**src/rtl/reg_bus_initiator.sv**
```systemverilog
// reg_bus_initiator
//   Register-bus initiator. Converts a valid/ready command stream into
//   single-beat transactions on the peripheral register bus. Supports
//   read, write, and atomic read-modify-write set-bits and clear-bits.
//   Responses return on a valid/ready channel with an error flag.
//
// Ports
//   mclk, h_reset_n            clock, asynchronous active-low reset
//   cmd_valid/cmd_ready        command handshake
//   cmd_op                     00 read, 01 write, 10 set-bits, 11 clear-bits
//   cmd_addr/cmd_wdata/cmd_be  address, write data or RMW mask, byte enables
//   rsp_valid/rsp_ready        response handshake
//   rsp_rdata/rsp_err          read data or written value; timeout flag
//   reg_cs/reg_wr/reg_addr/reg_wdata/reg_be   registered bus request
//   reg_rdata/reg_ack          responder data and one-cycle acknowledge
//   cfg_tmo                    timeout in cs-high cycles, 0 = wait forever
//   busy                       initiator not idle
//
// Build option
//   REG_BUS_TIMEOUT_EN : enables the cs-high timeout. When it is undefined,
//   cfg_tmo is ignored and rsp_err stays 0.
module reg_bus_initiator #(
  parameter int AW    = 4,
  parameter int DW    = 32,
  parameter int TMO_W = 8
) (
  input  logic              mclk,
  input  logic              h_reset_n,
  input  logic              cmd_valid,
  output logic              cmd_ready,
  input  logic [1:0]        cmd_op,
  input  logic [AW-1:0]     cmd_addr,
  input  logic [DW-1:0]     cmd_wdata,
  input  logic [DW/8-1:0]   cmd_be,
  output logic              rsp_valid,
  input  logic              rsp_ready,
  output logic [DW-1:0]     rsp_rdata,
  output logic              rsp_err,
  output logic              reg_cs,
  output logic              reg_wr,
  output logic [AW-1:0]     reg_addr,
  output logic [DW-1:0]     reg_wdata,
  output logic [DW/8-1:0]   reg_be,
  input  logic [DW-1:0]     reg_rdata,
  input  logic              reg_ack,
  input  logic [TMO_W-1:0]  cfg_tmo,
  output logic              busy
);

  localparam int BW = DW / 8;

  localparam logic [2:0] S_IDLE = 3'd0;
  localparam logic [2:0] S_RD   = 3'd1;
  localparam logic [2:0] S_GAP  = 3'd2;
  localparam logic [2:0] S_WR   = 3'd3;
  localparam logic [2:0] S_RSP  = 3'd4;

  localparam logic [1:0] OP_RD = 2'b00;
  localparam logic [1:0] OP_WR = 2'b01;

  logic [2:0]    state;
  logic [1:0]    op_q;
  logic [DW-1:0] data_q;   // RMW mask until the read returns, then the new value
  logic [BW-1:0] be_q;
  logic [DW-1:0] rmw_val;
  logic          tmo_hit;

  assign cmd_ready = (state == S_IDLE);
  assign rsp_valid = (state == S_RSP);
  assign busy      = (state != S_IDLE);

  // op_q[0] distinguishes clear-bits (1) from set-bits (0) for RMW ops
  always_comb begin
    rmw_val = op_q[0] ? (reg_rdata & ~data_q) : (reg_rdata | data_q);
  end

`ifdef REG_BUS_TIMEOUT_EN
  logic [TMO_W-1:0] tmo_cnt;
  logic [TMO_W:0]   cnt_nxt;

  // tmo_cnt holds completed cs-high cycles; cnt_nxt is the current cycle's
  // ordinal, so expiry fires on the cfg_tmo-th cs-high cycle.
  assign cnt_nxt = {1'b0, tmo_cnt} + {{TMO_W{1'b0}}, 1'b1};
  assign tmo_hit = (cfg_tmo != '0) && (cnt_nxt >= {1'b0, cfg_tmo});

  always_ff @(posedge mclk or negedge h_reset_n) begin
    if (!h_reset_n) begin
      tmo_cnt <= '0;
    end else if ((state == S_IDLE) || (state == S_GAP)) begin
      tmo_cnt <= '0;
    end else if ((state == S_RD) || (state == S_WR)) begin
      tmo_cnt <= cnt_nxt[TMO_W-1:0];
    end
  end
`else
  logic unused_cfg_tmo;
  assign unused_cfg_tmo = ^cfg_tmo;
  assign tmo_hit        = 1'b0;
`endif

  always_ff @(posedge mclk or negedge h_reset_n) begin
    if (!h_reset_n) begin
      state     <= S_IDLE;
      op_q      <= '0;
      data_q    <= '0;
      be_q      <= '0;
      reg_cs    <= 1'b0;
      reg_wr    <= 1'b0;
      reg_addr  <= '0;
      reg_wdata <= '0;
      reg_be    <= '0;
      rsp_rdata <= '0;
      rsp_err   <= 1'b0;
    end else begin
      case (state)
        S_IDLE: begin
          if (cmd_valid) begin
            op_q     <= cmd_op;
            data_q   <= cmd_wdata;
            be_q     <= cmd_be;
            reg_addr <= cmd_addr;
            reg_cs   <= 1'b1;
            rsp_err  <= 1'b0;
            if (cmd_op == OP_WR) begin
              reg_wr    <= 1'b1;
              reg_wdata <= cmd_wdata;
              reg_be    <= cmd_be;
              state     <= S_WR;
            end else begin
              reg_wr <= 1'b0;
              reg_be <= '1;
              state  <= S_RD;
            end
          end
        end
        S_RD: begin
          // An ack on the expiry cycle takes priority over the timeout
          if (reg_ack) begin
            reg_cs <= 1'b0;
            if (op_q == OP_RD) begin
              rsp_rdata <= reg_rdata;
              state     <= S_RSP;
            end else begin
              data_q <= rmw_val;
              state  <= S_GAP;
            end
          end else if (tmo_hit) begin
            reg_cs    <= 1'b0;
            rsp_err   <= 1'b1;
            rsp_rdata <= '0;
            state     <= S_RSP;
          end
        end
        S_GAP: begin
          reg_cs    <= 1'b1;
          reg_wr    <= 1'b1;
          reg_wdata <= data_q;
          reg_be    <= be_q;
          state     <= S_WR;
        end
        S_WR: begin
          if (reg_ack) begin
            reg_cs    <= 1'b0;
            rsp_rdata <= reg_wdata;
            state     <= S_RSP;
          end else if (tmo_hit) begin
            reg_cs    <= 1'b0;
            rsp_err   <= 1'b1;
            rsp_rdata <= '0;
            state     <= S_RSP;
          end
        end
        S_RSP: begin
          if (rsp_ready) begin
            state <= S_IDLE;
          end
        end
        default: begin
          state  <= S_IDLE;
          reg_cs <= 1'b0;
        end
      endcase
    end
  end

endmodule

```
**config.mk**
```make
export PLATFORM = sky130hd
export DESIGN_NAME = reg_bus_initiator
export DESIGN_NICKNAME = d
export VERILOG_FILES = /design/src/rtl/reg_bus_initiator.sv
export SDC_FILE = /design/constraint.sdc
export NUM_CORES = 1
export LEC_CHECK = 0
export ABC_AREA = 1
export BUFFER_PORTS_ARGS = -buffer_cell sky130_fd_sc_hd__buf_2
export CELL_PAD_IN_SITES_DETAIL_PLACEMENT = 1
export CELL_PAD_IN_SITES_GLOBAL_PLACEMENT = 2
export CORE_ASPECT_RATIO = 0.5
export CORE_MARGIN = 4
export CORE_UTILIZATION = 32
export CTS_BUF_LIST = sky130_fd_sc_hd__clkbuf_8
export DETAILED_ROUTE_END_ITERATION = 6
export GPL_TIMING_DRIVEN = 0
export PLACE_DENSITY = 0.85
export SYNTH_ARGS = -nofsm -noshare
export SYNTH_HDL_FRONTEND = slang
export SYNTH_SLANG_ARGS = --single-unit
```
**constraint.sdc**
```tcl
create_clock -name mclk -period 2.2 [get_ports mclk]
set_input_delay 0 -clock mclk [delete_from_list [all_inputs] [get_ports mclk]]
set_output_delay 0 -clock mclk [all_outputs]
set_load 0.02 [all_outputs]
```
# ---- Word level (Yosys, flattened, before mapping)
# Index checks and enable logic that the tools add are counted.
dict set report totals {
  reg_bits 115
  in_bits 87
  out_inout_bits 78
  elab_cells 69
}
dict set report classes {
  n_eq_ne 13
  muxes 28
  bitwise 4
  reduce_logical 14
}
# operator count
set op_table {}
lappend op_table {{32-bit two-way mux} 9}
lappend op_table {{32-bit case mux with 2 select lines} 3}
lappend op_table {{32-bit AND} 1}
lappend op_table {{32-bit NOT} 1}
lappend op_table {{32-bit OR} 1}
lappend op_table {{3-bit two-way mux} 5}
lappend op_table {{3-bit case mux with 5 select lines} 1}
lappend op_table {{4-bit AND reduction} 3}
lappend op_table {{2-bit != test (second input constant)} 5}
lappend op_table {{4-bit two-way mux} 2}
lappend op_table {{4-bit case mux with 2 select lines} 1}
lappend op_table {{3-bit by 2-bit equality test with 1-bit output (second input constant)} 2}
lappend op_table {{2-bit by 1-bit != test with 1-bit output (second input constant)} 3}
lappend op_table {{3-bit AND reduction} 2}
lappend op_table {{2-bit nonzero test} 3}
lappend op_table {{1-bit two-way mux} 4}
lappend op_table {{1-bit case mux with 4 select lines} 1}
lappend op_table {{2-bit AND reduction} 2}
lappend op_table {{3-bit by 1-bit equality test with 1-bit output (second input constant)} 1}
lappend op_table {{3-bit equality test (second input constant)} 1}
lappend op_table {{3-bit zero test} 1}
lappend op_table {{3-bit nonzero test} 1}
lappend op_table {{2-bit by 1-bit equality test with 1-bit output (second input constant)} 1}
lappend op_table {{2-bit zero test} 1}
lappend op_table {{4 further kinds} 4}

# ---- Logic depth before layout (Yosys ltp)
# Gate-level depths: netlist of run 1.
dict set report depth {
  word_depth 6
  mapped_depth 9
  mapped_depth_nobuf 7
}

# ---- Worst setup path after synthesis of run 1
# Ideal clock, no wire load.
dict set report synth_timing {
  kind {register to register}
  start {register state[1]}
  end {register reg_wdata[0]}
  setup_time_ns 0.118
  arrival_ns 1.225
  required_time_ns 2.082
  slack_ns 0.857
  path_stages_with_launch 9
  path_buffers 2
  synth_period_minus_slack_ns 1.343
  path_cell_list {dfrtp_1 buf_2 nor2_8 nand3_2 nand2_2 nand2_2 buf_4 nand2_1 nand2_1}
}
dict set report synth_via {
  elab_chain_len 3
  elab_cells_between_ends 7
  cone_classes {eq/ne (3); mux (1); reduce/logical (3)}
}
# item line_no
set synth_lines {}
lappend synth_lines {{start, declared} 61} ;# logic [2:0] state;
lappend synth_lines {{start signal, assigned} 103} ;# state <= S_IDLE;
lappend synth_lines {{start signal, assigned} 128} ;# state <= S_WR;
lappend synth_lines {{start signal, assigned} 132} ;# state <= S_RD;
lappend synth_lines {{3-bit zero test or 3-bit by 2-bit equality test with 1-bit output (tied branches)} 115} ;# case (state)
lappend synth_lines {{2-bit by 1-bit != test with 1-bit output (no source line) (tied with other cells)} -}
lappend synth_lines {{3-bit AND reduction (no source line)} -}
lappend synth_lines {{end signal, assigned} 126} ;# reg_wdata <= cmd_wdata;
lappend synth_lines {{end signal, assigned} 157} ;# reg_wdata <= data_q;
lappend synth_lines {{end, declared} 42} ;# output logic [DW-1:0] reg_wdata,
# Parallel ways exist; a longest one is shown, timed or not.
# A chain may end at the register's enable or synchronous reset.

# ---- Final worst setup path of run 1
dict set report layout_timing {
  start {register op_q[0]}
  end {register data_q[13]}
}
dict set report layout_via {
  elab_chain_len 4
  elab_cells_between_ends 7
  cone_classes {eq/ne (1); mux (4); reduce/logical (2)}
}
# item line_no
set layout_lines {}
lappend layout_lines {{start, declared} 62} ;# logic [1:0] op_q;
lappend layout_lines {{start signal, assigned} 118} ;# op_q <= cmd_op;
lappend layout_lines {{32-bit two-way mux} 74} ;# rmw_val = op_q[0] ? (reg_rdata & ~data_q) : (reg_rdata | data_q);
lappend layout_lines {{32-bit two-way mux} 140} ;# if (op_q == OP_RD) begin
lappend layout_lines {{32-bit two-way mux} 138} ;# if (reg_ack) begin
lappend layout_lines {{32-bit case mux with 2 select lines} 115}
lappend layout_lines {{end signal, assigned} 119} ;# data_q <= cmd_wdata;
lappend layout_lines {{end signal, assigned} 144} ;# data_q <= rmw_val;
lappend layout_lines {{end, declared} 63} ;# logic [DW-1:0] data_q;
# Parallel ways exist; a longest one is shown, timed or not. The select of a mux whose other input is x is not followed.

==> results.sh, run 1 <==
export IMPL_skew_ps=13.5
export IMPL_fin_hold_ws_ps=12.6
export IMPL_grt_max_degree=80
export IMPL_viasPerCell=4.79
export IMPL_status="complete, no violations"
export IMPL_tightestPinTransition_ps=584
export IMPL_yosysSeqAreaShare=0.449
export IMPL_p_leak_nw=5.10
export IMPL_hold_violations=0
export IMPL_synthCells=947
export IMPL_grt_pass1_wl_mm=41.0
export IMPL_end_kind="flop"
export IMPL_wl_met2_mm=11.9
export IMPL_synth_edf_count=0
export IMPL_crit_type="flop to flop"
export IMPL_cts_root_buf="clkbuf_8"
export IMPL_cp_data_required_time_ps=2550
export IMPL_place_congestion=0.803
export IMPL_cp_arrival_ps=2440
export IMPL_multi_input_area_um2=3020
export IMPL_slew_violations=0
export IMPL_io_buffers=155
export IMPL_power_density_nw_per_um2=1460
export IMPL_highest_layer="met4"
export IMPL_crit_fanout=10
export IMPL_async_reset_ff_frac=1.00
export IMPL_path_clk_slew_ps=80
export IMPL_io_pins=165
export IMPL_ant_nets=0
export IMPL_die_h_um=108
export IMPL_relSlewSlack=0.611
export IMPL_remaining_drc_errors=0
export IMPL_gr_usage_all_layers=0.230
export IMPL_core_area_um2=19500
export IMPL_yosys_warnings=0
export IMPL_die_area_um2=22500
export IMPL_critical_path_startpoint_type="flop"
export IMPL_drtIter0Drc=327
export IMPL_cts_sinks=115
export IMPL_cts_tree="built"
export IMPL_place_hpwl_mm=17.9
export IMPL_htreeDepth=4
export IMPL_antenna_found_initial=0
export IMPL_final_util=0.456
export IMPL_globalRouteOverflowTotal=0
export IMPL_nFillCells=2617
export IMPL_setup_viol=0
export IMPL_area_growth_pct=39.2
export IMPL_ir_drop_mv=0.612
export IMPL_antenna_cells=0
export IMPL_met1_length_mm=12.5
export IMPL_post_place_ws_ps=367
export IMPL_syn_area_um2=6400
export IMPL_start_util=0.328
export IMPL_route_met3_wl_mm=1.08
export IMPL_numCtsBuffers=17
export IMPL_fp_row_count=36
export IMPL_post_route_period_util=0.951
export IMPL_syn_area_per_cell_um2=6.76
export IMPL_synth_nets=1034
export IMPL_cap_viol_max_count=0
export IMPL_power_total_mw=13.0
export IMPL_dp_cells=1369
export IMPL_ys_seq_elements=115
export IMPL_num_vias=7154
export IMPL_grt_setup_unrepaired="yes"
export IMPL_die_w_um=208
export IMPL_synthFlopType="dfrtp_1"
export IMPL_wirelength_mm=25.8
export IMPL_grt_pass1_vias=7526
export IMPL_yosysUniqueCellTypes=24
export IMPL_clock_latency_ps=450
export IMPL_regArea_um2=2880
export IMPL_final_cells=1492
export IMPL_max_freq_mhz=478
export IMPL_firstDrtPassIters=5
export IMPL_fin_ws_ps=108
export IMPL_wl_per_cell_um=17.3
export IMPL_drive_gt1_frac=0.203
export IMPL_layout_nets=1301
export IMPL_max_clock_path_buffers=2
export IMPL_finalCriticalPeriod_ps=2090
export IMPL_hp_class="primary input to flop"
[repair_timing]
item,4_1_cts,5_1_grt
buffers inserted,0,0
endpoints found under the setup margin,0,16
hold endpoints to repair,225,0
gates resized for setup,0,5
hold buffers,92,0
[power breakdown]
group          internal [mW]  leakage (nW)  switching, mW
clock                   1.31         0.222          0.952
combinational           2.30          3.46           4.56
sequential              3.15          1.43          0.766
[worst max-delay path, cell delays in order (launching register included)]
cell and delay (ps):
dfrtp_1 500, clkbuf_1 480, o21ai_0 190, nand2_1 100
nand2_1 60, dlygate4sd3_1 550, nand2_1 80, nand2_1 50
[per-layer routing]
metal  vias up  track usage
li1       3460            -
met1      3516        0.310
met2       148        0.385
met3        30       0.0475
met4         0       0.0562
met5         -            0
[cells in the final DEF, fill, tap and decap left out, drive strengths merged]
cell,Yosys,final
nor2,6,6
dfrtp,115,115
clkinv,1,5
clkbuf,6,28
nand3,117,117
nor3,1,1
conb,1,1
dlygate4sd3,0,92
nand4,2,2
o21ai,39,39
buf,48,202
nand2,564,564
inv,47,48
clkinvlp,0,2
bufinv,0,4
[worst paths after layout]
check	start	endpoint	slack [ps]	depth (start not counted)
max	op_q[0]	data_q[13]	110	7
min	reg_rdata[21]	rsp_rdata[21]	10	5
max reg2reg	op_q[0]	data_q[13]	110	7
min reg2reg	rsp_rdata[24]	rsp_rdata[24]	470	2
max in group asynchronous	h_reset_n	rsp_rdata[13]	1440	3
min in group asynchronous	h_reset_n	rsp_rdata[4]	20	2
[area by class of cell]
cell class / instances / share of cell area
Clock inverter: 11 / 0.0178
Multi-Input combinational cell: 730 / 0.339
Buffer: 54 / 0.0375
Sequential cell: 115 / 0.323
Tap cell: 266 / 0.0373
Inverter: 48 / 0.0202
Timing Repair Buffer: 248 / 0.194
Clock buffer: 20 / 0.0309
[synthesized netlist by cell type (2+ instances only)]
| cell type | number | area share |
|---|---|---|
| nor2_1 | 3 | 0.0018 |
| nand2_1 | 556 | 0.33 |
| buf_6 | 7 | 0.012 |
| buf_4 | 9 | 0.011 |
| clkbuf_1 | 6 | 0.0035 |
| inv_2 | 2 | 0.0012 |
| nand3_2 | 3 | 0.0047 |
| o21ai_0 | 34 | 0.027 |
| dfrtp_1 | 115 | 0.45 |
| buf_2 | 30 | 0.023 |
| buf_1 | 2 | 0.0012 |
| inv_1 | 45 | 0.026 |
| nand2_4 | 2 | 0.0035 |
| nand2_2 | 6 | 0.0059 |
| nand3_1 | 114 | 0.089 |
| o21ai_1 | 5 | 0.0039 |
[metrics by stage]
stage	TNS [ps]	cell area [um^2]
2_1_floorplan	0	6400
3_3_place_gp	-54040	7510
3_5_place_dp	0	7550
4_1_cts	0	8900
5_1_grt	-3.97	8910
6_report	0	8910
[logic make-up after synthesis]
logic type	share of synthesized area
AO/OA/AOI/OAI	0.0305
other	0.000586
buffers and inverters	0.0791
AND/OR/NAND/NOR	0.440
flip-flops	0.449
[sequential cells by signal, summed over array words and instances, names as in the netlist]
name and cells:
data_q 32, reg_wdata 32, rsp_rdata 32, be_q 4, reg_addr 4, reg_be 4, state 3, op_q 2
reg_cs 1, reg_wr 1
Note: power is estimated with default switching activity, not from simulation.
==> run 2: changes to the inputs <==
--- a/config.mk
+++ b/config.mk
@@ -12,7 +12,7 @@
 export CORE_ASPECT_RATIO = 0.5
 export CORE_MARGIN = 4
 export CORE_UTILIZATION = 32
-export CTS_BUF_LIST = sky130_fd_sc_hd__clkbuf_8
+export CTS_BUF_LIST = sky130_fd_sc_hd__clkbuf_4
 export DETAILED_ROUTE_END_ITERATION = 6
 export GPL_TIMING_DRIVEN = 0
 export PLACE_DENSITY = 0.85
==> results.sh, run 2 (synthesis gave the netlist of run 1 again) <==
export IMPL_layout_nets=1315
export IMPL_place_congestion=0.803
export IMPL_fin_ws_ps=112
export IMPL_reg2reg_depth=10
export IMPL_grt_pass1_wl_mm=41.0
export IMPL_htreeDepth=4
export IMPL_num_vias=7241
export IMPL_hold_violations=0
export IMPL_final_cells=1508
export IMPL_crit_type="flop to flop"
export IMPL_worstReg2RegStart="state[1]"
export IMPL_switching_share=0.491
export IMPL_grt_setup_unrepaired="yes"
export IMPL_remaining_drc_errors=0
export IMPL_grt_max_degree=80
export IMPL_r2r_end="data_q[11]"
export IMPL_drtIter0Drc=333
export IMPL_die_area_um2=22500
export IMPL_critical_path_startpoint_type="flop"
export IMPL_path_clk_slew_ps=120
export IMPL_io_pins=165
export IMPL_clock_latency_ps=560
export IMPL_numCtsBuffers=17
export IMPL_max_clock_path_buffers=2
export IMPL_min_path_cells=4
export IMPL_wl_per_cell_um=17.0
export IMPL_clockPowerShare=0.140
export IMPL_skew_ps=24.7
export IMPL_hp_class="primary input to flop"
export IMPL_gr_usage_all_layers=0.229
export IMPL_power_internal_mw=6.47
export IMPL_p_leak_nw=5.12
export IMPL_die_h_um=108
export IMPL_post_place_ws_ps=367
export IMPL_ir_drop_mv=0.545
export IMPL_die_w_um=208
export IMPL_cts_tree="built"
export IMPL_hold_end="reg_addr[1]"
export IMPL_final_common_cell="nand2_1"
export IMPL_tightestPinTransition_ps=595
export IMPL_r2r_slack_ps=110
export IMPL_crit_fanout=10
export IMPL_power_density_nw_per_um2=1420
export IMPL_cts_sinks=115
export IMPL_tns_ps=0
export IMPL_io_buffers=155
export IMPL_setup_viol=0
export IMPL_status="complete, no violations"
export IMPL_max_freq_mhz=479
export IMPL_core_area_um2=19500
export IMPL_globalRouteOverflowTotal=0
export IMPL_combPwrFrac=0.552
export IMPL_finalCriticalPeriod_ps=2090
export IMPL_antenna_found_initial=1
export IMPL_cp_arrival_ps=2590
export IMPL_dp_cells=1369
export IMPL_cp_data_required_time_ps=2700
export IMPL_final_util=0.458
export IMPL_cts_root_buf="clkbuf_4"
export IMPL_ant_nets=0
export IMPL_area_growth_pct=39.7
export IMPL_relSlewSlack=0.603
export IMPL_place_hpwl_mm=17.9
export IMPL_firstDrtPassIters=5
export IMPL_worstHoldStart="cmd_addr[1]"
export IMPL_p_seq_frac=0.308
export IMPL_start_util=0.328
export IMPL_post_route_period_util=0.949
export IMPL_slew_violations=0
export IMPL_fp_row_count=36
export IMPL_top_regs="data_q: 32 flops, reg_wdata: 32 flops, rsp_rdata: 32 flops"
export IMPL_p_sw_mw=6.23
export IMPL_layout_common_cells="nand2_1 (556), buf_2 (181), dfrtp_1 (115), nand3_1 (114), dlygate4sd3_1 (105)"
export IMPL_viasPerCell=4.80
export IMPL_cap_viol_max_count=0
export IMPL_grt_pass1_vias=7586
export IMPL_end_kind="flop"
export IMPL_drive_gt1_frac=0.201
export IMPL_wirelength_mm=25.6
export IMPL_post_cts_setup_buffers=0
[run 2: repair_timing]
action | CTS | global route
hold buffers | 106 | 0
endpoints found under the setup margin | 0 | 24
hold endpoints to repair | 228 | 0
resized for setup | 0 | 11
[run 2: worst max-delay path by stage]
stage / slack, ps / cells past startpoint / end / from
floorplan: 860 / 8 / reg_wdata[0] / state[1]
global placement: -490 / 1 / reg_wdata[16] / h_reset_n
detailed placement: 370 / 8 / rsp_rdata[10] / state[0]
CTS: 30 / 10 / data_q[28] / state[1]
global route: -8 / 10 / data_q[28] / state[1]
finish: 110 / 10 / data_q[11] / state[1]
[run 2: stage by stage]
stage               cell area (um^2)  power [mW]  hold slack [ps]
floorplan                       6400        8.08             -296
global placement                7510        10.2              197
detailed placement              7550        10.4            -78.5
CTS                             8920        12.7              150
global route                    8940        13.8              165
finish                          8940        12.7              191
[run 2: layout make-up]
type	instances	area (um^2)
fill	2627	10600
multi-input combinational	730	3020
sequential	115	2880
timing repair buffer	262	1880
buffer	54	343
tap	266	333
inverter	48	180
clock inverter	13	166
clock buffer	18	135
antenna	2	5.00
[run 2: power groups by stage]
stage | clock network [mW] | logic, mW | registers, mW
finish | 1.78 | 7.01 | 3.92
CTS | 1.82 | 6.95 | 3.92
global route | 1.94 | 7.78 | 4.06
detailed placement | 0 | 6.48 | 3.95
global placement | 0 | 6.30 | 3.91
floorplan | 0 | 3.50 | 4.58
[run 2: critical path, cell delays in order, from the launching register on]
cell and delay, ps:
dfrtp_1 370, buf_2 190, nor2_8 180, nand2_4 120, inv_2 140, buf_4 220
nand2_1 80, nand2_1 60, dlygate4sd3_1 550, nand2_1 60, nand2_1 70
[run 2: metal layers]
layer / global-route usage / vias to the layer above / share of wire
met5: 0 / - / 0
met3: 0.0467 / 30 / 0.045
li1: - / 3491 / -
met2: 0.382 / 145 / 0.46
met1: 0.310 / 3575 / 0.48
met4: 0.0548 / 0 / 0.012
